**src/rtl/hazard_ctrl.sv**
```systemverilog
// hazard_ctrl
//   Pipeline hazard controller. It stalls the front end for one cycle on a
//   load-use dependency and squashes the wrong-path instructions when EX
//   resolves a branch or jump as taken. Two saturating 16-bit counters record
//   how often each event occurs.
//
// Ports
//   clk             in   rising-edge clock
//   reset_n         in   asynchronous active-low reset
//   ID_ReadRegNum1  in   [4:0] rs1 of the instruction in ID
//   ID_ReadRegNum2  in   [4:0] rs2 of the instruction in ID
//   ID_UsesRs1      in   ID instruction reads rs1
//   ID_UsesRs2      in   ID instruction reads rs2
//   EX_cntl_MemRead in   instruction in EX is a load
//   EX_WriteRegNum  in   [4:0] destination register of the instruction in EX
//   EX_BranchTaken  in   branch/jump in EX resolved taken
//   cnt_clr         in   synchronous clear of both counters (wins over increment)
//   PCWrite         out  PC write enable
//   IF_IDWrite      out  IF/ID register write enable
//   IF_IDFlush      out  turn IF/ID into a bubble
//   ID_EXFlush      out  turn ID/EX into a bubble
//   hz_state        out  [1:0] current FSM state (debug)
//   lu_stall_cnt    out  [15:0] number of load-use stalls taken (saturating)
//   br_flush_cnt    out  [15:0] number of taken-branch flushes (saturating)
//
// Handshake: none. All control outputs are combinational in the current state
// and the current-cycle inputs; they take effect on the next rising clk.
module hazard_ctrl (
  input  logic        clk,
  input  logic        reset_n,
  input  logic [4:0]  ID_ReadRegNum1,
  input  logic [4:0]  ID_ReadRegNum2,
  input  logic        ID_UsesRs1,
  input  logic        ID_UsesRs2,
  input  logic        EX_cntl_MemRead,
  input  logic [4:0]  EX_WriteRegNum,
  input  logic        EX_BranchTaken,
  input  logic        cnt_clr,
  output logic        PCWrite,
  output logic        IF_IDWrite,
  output logic        IF_IDFlush,
  output logic        ID_EXFlush,
  output logic [1:0]  hz_state,
  output logic [15:0] lu_stall_cnt,
  output logic [15:0] br_flush_cnt
);

  localparam logic [1:0] ST_RUN       = 2'b00;
  localparam logic [1:0] ST_LU_STALL  = 2'b01;
  localparam logic [1:0] ST_BR_SHADOW = 2'b10;

  localparam logic [15:0] CNT_MAX = 16'hFFFF;

  logic [1:0]  r_state;
  logic [1:0]  w_state_next;
  logic [15:0] r_lu_stall_cnt;
  logic [15:0] r_br_flush_cnt;

  logic w_lu_hazard;
  logic w_pc_write;
  logic w_if_id_write;
  logic w_if_id_flush;
  logic w_id_ex_flush;
  logic w_enter_lu_stall;

  // x0 is hard-wired zero, so a load targeting it never creates a dependency.
  assign w_lu_hazard = EX_cntl_MemRead && (EX_WriteRegNum != 5'd0) &&
                       ((ID_UsesRs1 && (ID_ReadRegNum1 == EX_WriteRegNum)) ||
                        (ID_UsesRs2 && (ID_ReadRegNum2 == EX_WriteRegNum)));

  always_comb begin
    w_state_next  = ST_RUN;
    w_pc_write    = 1'b1;
    w_if_id_write = 1'b1;
    w_if_id_flush = 1'b0;
    w_id_ex_flush = 1'b0;
    if (EX_BranchTaken) begin
      // Taken branch wins in every state: fetch the target, squash both
      // wrong-path slots. The IF/ID flush is only meaningful while IF/ID is
      // being written, which is always true here.
      w_if_id_flush = 1'b1;
      w_id_ex_flush = 1'b1;
      w_state_next  = ST_BR_SHADOW;
    end else if ((r_state == ST_RUN) && w_lu_hazard) begin
      // Hold PC and IF/ID, send a bubble into EX.
      w_pc_write    = 1'b0;
      w_if_id_write = 1'b0;
      w_id_ex_flush = 1'b1;
      w_state_next  = ST_LU_STALL;
    end
    // LU_STALL and BR_SHADOW without a branch ignore the hazard: the load has
    // moved on to MEM, so the dependent instruction needs only one bubble.
  end

  assign w_enter_lu_stall = (w_state_next == ST_LU_STALL);

  always_ff @(posedge clk or negedge reset_n) begin
    if (!reset_n) begin
      r_state <= ST_RUN;
    end else begin
      r_state <= w_state_next;
    end
  end

  always_ff @(posedge clk or negedge reset_n) begin
    if (!reset_n) begin
      r_lu_stall_cnt <= 16'd0;
      r_br_flush_cnt <= 16'd0;
    end else if (cnt_clr) begin
      r_lu_stall_cnt <= 16'd0;
      r_br_flush_cnt <= 16'd0;
    end else begin
      if (w_enter_lu_stall && (r_lu_stall_cnt != CNT_MAX)) begin
        r_lu_stall_cnt <= r_lu_stall_cnt + 16'd1;
      end
      if (EX_BranchTaken && (r_br_flush_cnt != CNT_MAX)) begin
        r_br_flush_cnt <= r_br_flush_cnt + 16'd1;
      end
    end
  end

  // While reset is held the pipeline must free-run with no bubbles, even if
  // the EX inputs happen to show a taken branch.
  assign PCWrite      = w_pc_write    || !reset_n;
  assign IF_IDWrite   = w_if_id_write || !reset_n;
  assign IF_IDFlush   = w_if_id_flush && reset_n;
  assign ID_EXFlush   = w_id_ex_flush && reset_n;
  assign hz_state     = r_state;
  assign lu_stall_cnt = r_lu_stall_cnt;
  assign br_flush_cnt = r_br_flush_cnt;

endmodule

```
**config.mk**
```make
export PLATFORM = sky130hd
export DESIGN_NAME = hazard_ctrl
export DESIGN_NICKNAME = d
export VERILOG_FILES = /design/src/rtl/hazard_ctrl.sv
export SDC_FILE = /design/constraint.sdc
export NUM_CORES = 1
export LEC_CHECK = 0
export CAP_MARGIN = 20
export CORE_MARGIN = 1.5
export CORE_UTILIZATION = 31
export CTS_BUF_LIST = sky130_fd_sc_hd__clkbuf_16
export DETAILED_ROUTE_END_ITERATION = 10
export GPL_ROUTABILITY_DRIVEN = 0
export MAX_ROUTING_LAYER = met4
export PLACE_DENSITY = 0.64
export RECOVER_POWER = 50
export SLEW_MARGIN = 25
export SYNTH_ARGS = -nofsm -noshare
export SYNTH_HDL_FRONTEND = slang
export SYNTH_SLANG_ARGS = --single-unit
```
**constraint.sdc**
```tcl
create_clock -name clk -period 1.9 [get_ports clk]
set_clock_uncertainty 0.05 [all_clocks]
set_input_delay 0.285 -clock clk [delete_from_list [all_inputs] [get_ports clk]]
set_output_delay 0.285 -clock clk [all_outputs]
set_load 0.05 [all_outputs]
```
==> results.md <==
- Critical Path Start Type: register
- DRC viols: 0
- Hold Path Class: in -> async
- Post-synthesis mux area share: about 4.1%
- Post-Synth Simple-Gate Area: between 30% and 40%
- RSZ-0062 raised after global routing: yes
- Final hold slack: 0.3017 ns
- CP max-delay cell: dfrtp_2
- Yosys warns: 0
- Post-synth net total: 252
- CP startpoint: hz_state[1]
- Compound-cell area share of the yosys netlist: approximately 12%
- Outcome: finished, violations left
- Max-slew violations: 0
- Routed Antenna Nets: 0
- Cells after Synth: 228
- Die Wd: 86.25 um
- Synth Area in Adders: 1.165%
- Main area contributors after synthesis: dfrtp_1, xnor2_1, xor2_1, nor2_1, nand4_1
- I/O pins: 60
- Initial Util: 31.80%
- Worst-path clk slew: about 0.060 ns
- Grt ovf: 0
- Antenna violations before repair: 0
- Final setup viols: 4
- Die area: 7438 um2
- Core region area: 6756 um2
- Critical Path AT: ~1.7 ns
- Setup ws final: -0.09615 ns
- Async SR Flop Fraction: 100.0%
- CP peak stage delay: between 0.3 and 0.4 ns
- Post-synth cell types: 50
- Vias in the first global route: 1995
- Final Total Pwr: 1.790 mW
- Minimum clock period: 1.996 ns
- Synth top area share: about 40%
- Largest net degree at the start of global routing: 37
- Largest family of logic cells by synthesized area: simple AND/OR/NAND/NOR gates
- Via count: 2110
- Clock sinks: 34
- CTS H-tree depth: 2
- First-pass GRT wire length: about 9700 um
- Violations in the final reports: setup timing
- Critical Path RT: 1.56 ns
- Least-Margin Pin Slew: about 0.9 ns
- Peak supply drop: 0.3604 mV
- Root buffer cell: clkbuf_16
- Leakage: 1.335 nW
- Critical path type: reg -> out
- Routed Wire Length: 6073 um
- Synth Area in XOR/XNOR: 8.969%
- FF+latch count, synth: 34
- Buffers on Ports: 59
- PD cells: 540.0 nW/um2
- Worst slack, placed: -0.5613 ns
- ANT cells: 0
- Sequential share of the synthesized area: about two fifths
- Die H: 86.25 um
- Sequential standard cell area: 877.1 um2
- CP endpoint kind: output pin
- Top cell type by total area after synthesis: dfrtp_1
- Final Hold Viols: 0
- Setup TNS: -0.2399 ns
- Crit-path max FO: 3
- Multi-input logic area: 1435 um2
- Row count: 30
- FMAX: roughly 0.50 GHz
- Latest clock arrival within the worst-skew pair: 0.28 ns
- Post-DP HPWL: between 3000 and 4000 um
- Mapped Area: ~2100 um2
- Max_slew headroom: 41.07%
- Dominant synthesized flop cell: dfrtp_1
- Synth cell count leaders: dfrtp_1, nor2_1, a21oi_1
- Most frequent cell after synthesis: dfrtp_1
- Number of synthesized flops with an enable pin: 0
- Syn_area_per_cell: 9.422 um2
- CP Cell Sequence: or2_4 -> a211oi_4 -> nor2b_4 -> nand2_4 -> buf_8
- Via density: ~5.4
- DR iter-0 viols: 122
- R2r startpoint: hz_state[1]
- Max-Cap Viols: 0
- Nets: 335
- Area Growth Syn to Fin: 54.34%
- Fillers: 631
- Layout cells sized above 1: 39.10%
- CTS tree: done
- Wire length per cell: roughly 15 um
- TritonRoute pass-1 iters: 4
- Total track usage: 17.00%
- CTS buffer count: 5
- Clk buf depth: 2
- Final period utilization: 105.1%
cell families after synthesis:
| kind of cell | Yosys count |
|---|---|
| simple gates | 112 |
| compound gates | 39 |
| flops | 34 |
| xor+xnor | 22 |
| buf+inv | 12 |
| mux | 7 |
| fa+ha+maj | 2 |
layout make-up:
cell class | instances | share of cell area (%)
clock inverter | 3 | 0.3396
inverter | 1 | 0.1132
tap | 80 | 3.019
clock buffer | 5 | 3.774
multi-input combinational | 182 | 43.28
sequential | 34 | 26.45
timing repair buffer | 87 | 23.02
worst max-delay path, delay by kind of cell (launching register included):
family	cells	cell delay [ns]
simple gates	3	0.56
flops	1	0.39
compound gates	1	0.28
buf+inv	1	0.15
timing repair:
action,CTS,global route
resized for setup,68,18
setup buffers,3,2
pin swaps,11,5
gates cloned,1,1
hold endpoints to repair,1,0
hold buffers,1,0
setup endpoints to repair,18,18
state kept, by name, indices dropped and copies added, names as in the netlist:
| name | flops |
|---|---|
| br_flush_cnt | 16 |
| lu_stall_cnt | 16 |
| hz_state | 2 |
power by group:
group          switching [mW]  total, mW  internal [mW]
registers              0.0105      0.741          0.731
logic                   0.146      0.260          0.114
clock network           0.317      0.789          0.472
cell usage in the layout, fill, tap and decap left out, types with 4 or more instances in the layout:
cell type	Yosys	routed
buf_4	1	35
nor2_1	24	24
dfrtp_2	0	21
nand4_1	14	14
clkdlybuf4s50_1	0	14
nand2_1	14	13
dfrtp_1	34	13
a21oi_1	16	12
nand3_1	11	11
xnor2_1	11	10
clkbuf_1	6	9
o21ai_0	8	8
buf_2	1	8
or3_1	7	7
xor2_1	11	6
and3_1	6	6
nor2b_1	7	6
clkbuf_16	0	5
dlygate4sd2_1	0	5
buf_12	0	5
xor2_2	0	4
nor3_2	3	4
a21oi_2	0	4
buf_6	3	4
through the flow:
stage / cell area [um2] / instances / utilization [%]
4_1_cts: 3266 / 390 / 48.33
6_report: 3316 / 392 / 49.07
3_5_place_dp: 3007 / 377 / 44.50
3_3_place_gp: 3007 / 377 / 44.50
5_1_grt: 3316 / 392 / 49.07
2_1_floorplan: 2247 / 228 / -
final timing paths:
kind                            cells after the start          endpoint  slack (ns)
worst min-delay path                                2       hz_state[0]        0.30
worst max register to register                      6  lu_stall_cnt[15]           0
worst min register to register                      1   br_flush_cnt[8]        0.47
worst max-delay path                                5        IF_IDWrite        -0.1
min in group clk                                    2       hz_state[1]        0.42
max in group asynchronous                           3   lu_stall_cnt[0]        0.38
layer usage:
| metal | part of all wire (%) | global-route usage (%) | up-vias | routed length [um] |
|---|---|---|---|---|
| met1 | 44 | 20.81 | 1046 | 2685 |
| met2 | 50 | 27.56 | 58 | 3018 |
| met4 | 1.9 | 6.891 | 0 | 115 |
| li1 | - | - | 995 | - |
| met3 | 4.2 | 3.429 | 11 | 253 |
| met5 | 0 | - | - | 0 |
Power figures use the tool's default switching activity.
